==> config.mk <==
export PLATFORM = sky130hd
export DESIGN_NAME = multicycle_control_unit_flat
export DESIGN_NICKNAME = d
export VERILOG_FILES = /design/src/rtl/multicycle_control_unit_if.sv /design/src/rtl/multicycle_control_unit.sv /design/src/flat_wrapper.sv
export SDC_FILE = /design/constraint.sdc
export NUM_CORES = 1
export LEC_CHECK = 0
export BUFFER_PORTS_ARGS = -buffer_cell sky130_fd_sc_hd__buf_4
export CORE_MARGIN = 2
export CORE_UTILIZATION = 53
export DETAILED_ROUTE_END_ITERATION = 7
export PLACE_DENSITY = 0.95
export RECOVER_POWER = 25
export SETUP_SLACK_MARGIN = 0.05
export SYNTH_ARGS = -nofsm -noshare
export SYNTH_HDL_FRONTEND = slang
export SYNTH_SLANG_ARGS = --single-unit
==> constraint.sdc <==
create_clock -name clk -period 3.47 [get_ports clk]
set_clock_uncertainty 0.1 [all_clocks]
set_input_delay 0.5205 -clock clk [delete_from_list [all_inputs] [get_ports clk]]
set_output_delay 0.5205 -clock clk [all_outputs]
set_load 0.005 [all_outputs]
==> src/rtl/multicycle_control_unit_if.sv <==
// Control-unit bus: instruction/memory handshakes and datapath control lines.
// The trap line exists only when ILLEGAL_TRAP_EN is defined.
interface multicycle_control_unit_if;
  logic [31:0] instr;
  logic        zero;
  logic        imem_ready;
  logic        dmem_ready;
  logic        imem_req;
  logic        ir_we;
  logic        dmem_req;
  logic        dmem_we;
  logic [2:0]  imm_sel;
  logic        alu_src;
  logic        alu_op;
  logic        reg_we;
  logic [1:0]  wb_sel;
  logic        pc_we;
  logic        pc_sel;
  logic [31:0] instret;
  logic [2:0]  state_o;
`ifdef ILLEGAL_TRAP_EN
  logic        trap;
`endif

  // Control unit side
  modport master (
    input  instr, zero, imem_ready, dmem_ready,
    output imem_req, ir_we, dmem_req, dmem_we, imm_sel, alu_src, alu_op,
           reg_we, wb_sel, pc_we, pc_sel, instret, state_o
`ifdef ILLEGAL_TRAP_EN
    , output trap
`endif
  );

  // Datapath / memory side
  modport slave (
    output instr, zero, imem_ready, dmem_ready,
    input  imem_req, ir_we, dmem_req, dmem_we, imm_sel, alu_src, alu_op,
           reg_we, wb_sel, pc_we, pc_sel, instret, state_o
`ifdef ILLEGAL_TRAP_EN
    , input trap
`endif
  );
endinterface

==> src/rtl/multicycle_control_unit.sv <==
// Multicycle control FSM for addi/lw/sw/beq/jal.
// Optional: define ILLEGAL_TRAP_EN to send illegal opcodes to a sticky TRAP
// state; otherwise illegal opcodes retire as NOPs.
module multicycle_control_unit #(
  parameter logic [31:0] INSTRET_RST = '0  // instret reset value, bring-up hook
) (
  input logic                       clk,
  input logic                       rst_n,
  multicycle_control_unit_if.master bus
);
  typedef enum logic [2:0] {
    S_FETCH  = 3'd0,
    S_DECODE = 3'd1,
    S_EXEC   = 3'd2,
    S_MEM    = 3'd3,
    S_WB     = 3'd4,
    S_TRAP   = 3'd5
  } state_t;

  localparam logic [6:0] OP_ADDI = 7'b0010011;
  localparam logic [6:0] OP_LW   = 7'b0000011;
  localparam logic [6:0] OP_SW   = 7'b0100011;
  localparam logic [6:0] OP_BEQ  = 7'b1100011;
  localparam logic [6:0] OP_JAL  = 7'b1101111;

  state_t      r_state;
  state_t      w_next;
  logic [6:0]  r_op_q;
  logic [31:0] r_instret;

  logic        w_imem_req, w_ir_we, w_dmem_req, w_dmem_we;
  logic [2:0]  w_imm_sel, w_imm;
  logic        w_alu_src, w_alu_op, w_reg_we, w_pc_we, w_pc_sel;
  logic [1:0]  w_wb_sel;
  logic        w_rd_nz, w_legal;
  logic        w_unused_instr;
`ifdef ILLEGAL_TRAP_EN
  logic        w_trap;
`endif

  assign w_rd_nz        = |bus.instr[11:7];
  assign w_legal        = bus.instr[6:0] inside {OP_ADDI, OP_LW, OP_SW, OP_BEQ, OP_JAL};
  assign w_unused_instr = &{1'b0, bus.instr[31:12]};

  // State, latched opcode and retired-instruction counter
  always_ff @(posedge clk or negedge rst_n) begin
    if (!rst_n) begin
      r_state   <= S_FETCH;
      r_op_q    <= '0;
      r_instret <= INSTRET_RST;
    end else begin
      r_state <= w_next;
      if (r_state == S_DECODE) r_op_q <= bus.instr[6:0];
      if (w_pc_we) r_instret <= r_instret + 32'd1;
    end
  end

  // Immediate format implied by the latched opcode
  always_comb begin
    w_imm = '0;
    case (r_op_q)
      OP_ADDI, OP_LW: w_imm = 3'd1;
      OP_SW:          w_imm = 3'd2;
      OP_BEQ:         w_imm = 3'd3;
      OP_JAL:         w_imm = 3'd4;
      default:        w_imm = '0;
    endcase
  end

  // Next-state and control-line decode
  always_comb begin
    w_next     = r_state;
    w_imem_req = 1'b0;
    w_ir_we    = 1'b0;
    w_dmem_req = 1'b0;
    w_dmem_we  = 1'b0;
    w_imm_sel  = '0;
    w_alu_src  = 1'b0;
    w_alu_op   = 1'b0;
    w_reg_we   = 1'b0;
    w_wb_sel   = '0;
    w_pc_we    = 1'b0;
    w_pc_sel   = 1'b0;
`ifdef ILLEGAL_TRAP_EN
    w_trap     = 1'b0;
`endif
    case (r_state)
      S_FETCH: begin
        w_imem_req = 1'b1;
        if (bus.imem_ready) begin
          w_ir_we = 1'b1;
          w_next  = S_DECODE;
        end
      end
      S_DECODE: begin
        if (w_legal) begin
          w_next = S_EXEC;
        end else begin
`ifdef ILLEGAL_TRAP_EN
          w_next = S_TRAP;
`else
          w_pc_we = 1'b1;
          w_next  = S_FETCH;
`endif
        end
      end
      S_EXEC: begin
        w_imm_sel = w_imm;
        case (r_op_q)
          OP_ADDI: begin
            w_alu_src = 1'b1;
            w_next    = S_WB;
          end
          OP_LW, OP_SW: begin
            w_alu_src = 1'b1;
            w_next    = S_MEM;
          end
          OP_BEQ: begin
            w_alu_op = 1'b1;
            w_pc_we  = 1'b1;
            w_pc_sel = bus.zero;
            w_next   = S_FETCH;
          end
          OP_JAL: begin
            w_reg_we = w_rd_nz;
            w_wb_sel = 2'd2;
            w_pc_we  = 1'b1;
            w_pc_sel = 1'b1;
            w_next   = S_FETCH;
          end
          default: w_next = S_FETCH;
        endcase
      end
      S_MEM: begin
        w_imm_sel  = w_imm;
        w_dmem_req = 1'b1;
        w_dmem_we  = (r_op_q == OP_SW);
        if (bus.dmem_ready) begin
          if (r_op_q == OP_SW) begin
            w_pc_we = 1'b1;
            w_next  = S_FETCH;
          end else begin
            w_next = S_WB;
          end
        end
      end
      S_WB: begin
        w_imm_sel = w_imm;
        w_reg_we  = w_rd_nz;
        w_wb_sel  = (r_op_q == OP_LW) ? 2'd1 : 2'd0;
        w_pc_we   = 1'b1;
        w_next    = S_FETCH;
      end
`ifdef ILLEGAL_TRAP_EN
      S_TRAP: w_trap = 1'b1;
`endif
      default: w_next = S_FETCH;
    endcase
  end

  // ir_we is masked by reset so a ready memory cannot load IR while held in reset
  assign bus.imem_req = w_imem_req;
  assign bus.ir_we    = w_ir_we & rst_n;
  assign bus.dmem_req = w_dmem_req;
  assign bus.dmem_we  = w_dmem_we;
  assign bus.imm_sel  = w_imm_sel;
  assign bus.alu_src  = w_alu_src;
  assign bus.alu_op   = w_alu_op;
  assign bus.reg_we   = w_reg_we;
  assign bus.wb_sel   = w_wb_sel;
  assign bus.pc_we    = w_pc_we;
  assign bus.pc_sel   = w_pc_sel;
  assign bus.instret  = r_instret;
  assign bus.state_o  = r_state;
`ifdef ILLEGAL_TRAP_EN
  assign bus.trap     = w_trap;
`endif
endmodule

==> src/flat_wrapper.sv <==
// flat-port wrapper written by rule: the top's interface ports become plain ports
module multicycle_control_unit_flat 
#(
  parameter logic [31:0] INSTRET_RST = '0                                       
)
  (clk, rst_n, bus_instr, bus_zero, bus_imem_ready, bus_dmem_ready, bus_imem_req, bus_ir_we, bus_dmem_req, bus_dmem_we, bus_imm_sel, bus_alu_src, bus_alu_op, bus_reg_we, bus_wb_sel, bus_pc_we, bus_pc_sel, bus_instret, bus_state_o);
  multicycle_control_unit_if bus_i ();
  input logic clk;
  input logic rst_n;
  input wire logic [$bits(bus_i.instr)-1:0] bus_instr;
  input wire logic [$bits(bus_i.zero)-1:0] bus_zero;
  input wire logic [$bits(bus_i.imem_ready)-1:0] bus_imem_ready;
  input wire logic [$bits(bus_i.dmem_ready)-1:0] bus_dmem_ready;
  output wire logic [$bits(bus_i.imem_req)-1:0] bus_imem_req;
  output wire logic [$bits(bus_i.ir_we)-1:0] bus_ir_we;
  output wire logic [$bits(bus_i.dmem_req)-1:0] bus_dmem_req;
  output wire logic [$bits(bus_i.dmem_we)-1:0] bus_dmem_we;
  output wire logic [$bits(bus_i.imm_sel)-1:0] bus_imm_sel;
  output wire logic [$bits(bus_i.alu_src)-1:0] bus_alu_src;
  output wire logic [$bits(bus_i.alu_op)-1:0] bus_alu_op;
  output wire logic [$bits(bus_i.reg_we)-1:0] bus_reg_we;
  output wire logic [$bits(bus_i.wb_sel)-1:0] bus_wb_sel;
  output wire logic [$bits(bus_i.pc_we)-1:0] bus_pc_we;
  output wire logic [$bits(bus_i.pc_sel)-1:0] bus_pc_sel;
  output wire logic [$bits(bus_i.instret)-1:0] bus_instret;
  output wire logic [$bits(bus_i.state_o)-1:0] bus_state_o;
  assign bus_i.instr = bus_instr;
  assign bus_i.zero = bus_zero;
  assign bus_i.imem_ready = bus_imem_ready;
  assign bus_i.dmem_ready = bus_dmem_ready;
  assign bus_imem_req = bus_i.imem_req;
  assign bus_ir_we = bus_i.ir_we;
  assign bus_dmem_req = bus_i.dmem_req;
  assign bus_dmem_we = bus_i.dmem_we;
  assign bus_imm_sel = bus_i.imm_sel;
  assign bus_alu_src = bus_i.alu_src;
  assign bus_alu_op = bus_i.alu_op;
  assign bus_reg_we = bus_i.reg_we;
  assign bus_wb_sel = bus_i.wb_sel;
  assign bus_pc_we = bus_i.pc_we;
  assign bus_pc_sel = bus_i.pc_sel;
  assign bus_instret = bus_i.instret;
  assign bus_state_o = bus_i.state_o;
  multicycle_control_unit #(.INSTRET_RST(INSTRET_RST)) u_core (.clk(clk), .rst_n(rst_n), .bus(bus_i));
endmodule
==> metrics.txt <==
EDFF count, synth=0; crit share post-route=78.2%; row cnt=23; Post-synth ARST share=100%; area of the multi-input gates=1140 µm²; io pins=86; CP Max Fanout=5; total track usage=21.4%; CTS tree=yes; RR Startpoint=u_core.bus.instret[7]; Worst R2R Path Depth=5; worst vdd ir=0.458 mV; Main synth FF type=dfrtp_1; Tmin final=2.71 ns; syn_nets=246; DR vias/cell=5.59; GP Congestion=0.876; Synth cell types=49; Clock Tree Buf Depth=2; final core occ=71.3%; Final TNS setup=0 ns; crit path kind=register to output port; DRC Markers=0; post-cts sizing count=0; Slew Viols, Final=0; yosys synthesis warning count=0; final WL=4.76 mm; Static Leak=1.41 nW; number of diodes=0; Tot Pwr=1.63 mW; Syn Inst Count=208; Final Cell Area=2870 µm²; via count=1829; Hold Path Class=input port to asynchronous set/reset pin; worst-margin pin slew=0.615 ns; CP Launch Type=register; clock transition at the registers of the reported paths=0.08 ns; placed cells=319; register area share after synthesis=46.7%; CP arrival=2.09 ns; # setup viols final=0; Rel. slew slack=58.7%; Hold Slack=0.102 ns; Fmax=0.369 GHz; worst setup slack after placement=1.02 ns; GR Overflow Total=0; Final Hold Viols=0; register bit count reported by yosys=42; setup slack, reg-to-reg=1.17 ns; die area=4780 µm²; routed length per instance=14.6 µm; Area after DPL=2770 µm²; H-tree levels=2; Initial Utilization=55.8%; share of cells above drive strength 1=35.4%; fill count=302; CTS root buffer=clkbuf_8; initial antenna violation count=0; Final WS setup=0.758 ns; vias in the first global route=1792; max-cap check violation count=0; I/O Buffers=65; post-route non-filler standard cell count=327; RSZ-0062 raised after global routing=no; Power per Cell Area=568 nW/µm²; Area growth, synth to finish=27.7%; ANT nets after route=0; status=finished clean; post-synth design cell area=2250 µm²; largest net degree at the start of global routing=44; total setup buffers inserted after CTS=0; Layout Nets=314; drt first pass iters=4; Detail Placement HPWL=3.59 mm; die width=69.1 µm; Crit. End Element=output port; cts hold-fix bufs=0; first-pass GRT wire length=8.34 mm; core box area=4030 µm²; Worst EP required=2.85 ns; Die Ht=69.1 µm; clock latency on the worst-skew pair=0.29 ns; Initial DRC Count=90; Sink Count=42; CTS buffer count=5; Worst R2R End=u_core.bus.instret[30]; Mean Syn Cell Area=10.8 µm²; FF+latch area=1050 µm²
-- synthesized netlist by cell type (2+ instances only) --
cell type  instances  area share, %
nand2_1           13            2.2
nor4_1             2           0.56
a21oi_1            2           0.45
o21a_1             3            1.0
nand3_1            8            1.8
xnor2_1           14            5.5
xor2_1            17            6.6
nor3_2             4            1.8
buf_4              3            1.0
and2_1             2           0.56
inv_1              6            1.0
and3_1             9            2.5
dfrtp_1           42             47
nor2b_1            2           0.56
o21ai_0            5            1.1
or2b_1             2           0.67
mux2_2             7            3.5
nor4_2             2            1.1
nor3_1             8            1.8
nand3b_1           2           0.67
nor2_1            17            2.8
nand4_1           11            3.1
-- metal layers --
layer	up-vias	global-route usage, %	routed length (µm)
met3	5	4.82	261
met2	58	36.2	2400
met1	894	27.1	2050
met4	0	6.97	53
met5	-	0	0
li1	872	-	-
-- kinds of logic (layout without fill, tap and decap cells) --
logic type / Yosys count / count (layout) / synth area share [%]
compound gates: 17 / 17 / 6.12
xor+xnor: 32 / 32 / 12.8
fa+ha+maj: 1 / 1 / 0.556
buf+inv: 11 / 80 / 2.67
flops: 42 / 42 / 46.7
mux: 9 / 9 / 4.45
simple gates: 96 / 96 / 26.7
-- critical path, stage by stage, from the launching register on --
cell	delay, ns
dfrtp_1	0.45
nor4bb_4	0.42
or2b_1	0.32
a2111oi_0	0.41
buf_4	0.20
-- worst max-delay path by stage --
stage	startpoint	end	slack, ns	depth (start not counted)
finish	u_core.r_op_q[3]	bus_alu_src	0.76	4
global route	u_core.bus.state_o[1]	bus_pc_we	0.59	5
CTS	u_core.r_op_q[3]	bus_alu_src	0.74	4
global placement	bus_instr[3]	bus_pc_we	1.05	6
detailed placement	bus_instr[3]	bus_pc_we	1.02	6
floorplan	bus_instr[6]	bus_pc_we	1.33	5
-- registers in the layout (all words and copies together), names as in the netlist --
register	flops
u_core.bus.instret	32
u_core.bus.state_o	3
u_core.r_op_q	7
-- layout by cell type (no fill, tap or decap), types with 3 or more instances in the layout --
cell type	synthesis	layout
buf_4	3	65
dfrtp_1	42	42
nor2_1	17	17
xor2_1	17	17
xnor2_1	14	14
nand2_1	13	13
nand4_1	11	11
and3_1	9	9
nor3_1	8	8
nand3_1	8	8
mux2_2	7	7
inv_1	6	6
o21ai_0	5	5
clkbuf_8	0	5
nor3_2	4	4
o21a_1	3	3
-- where the power goes --
group	leakage, nW	switching, mW	internal, mW
Combinational	0.816	0.237	0.297
Sequential	0.537	0.143	0.581
Clock	0.0524	0.159	0.215
-- layout make-up --
cell class              count  area share (%)
multi-input cells         155            39.6
flip-flops and latches     42            36.6
repair buffers             65            17.0
clock buffers               7            2.66
well taps                  50            2.18
clock inverters             1            1.05
inverters                   7           0.915
(Power assumes the default switching activity.)
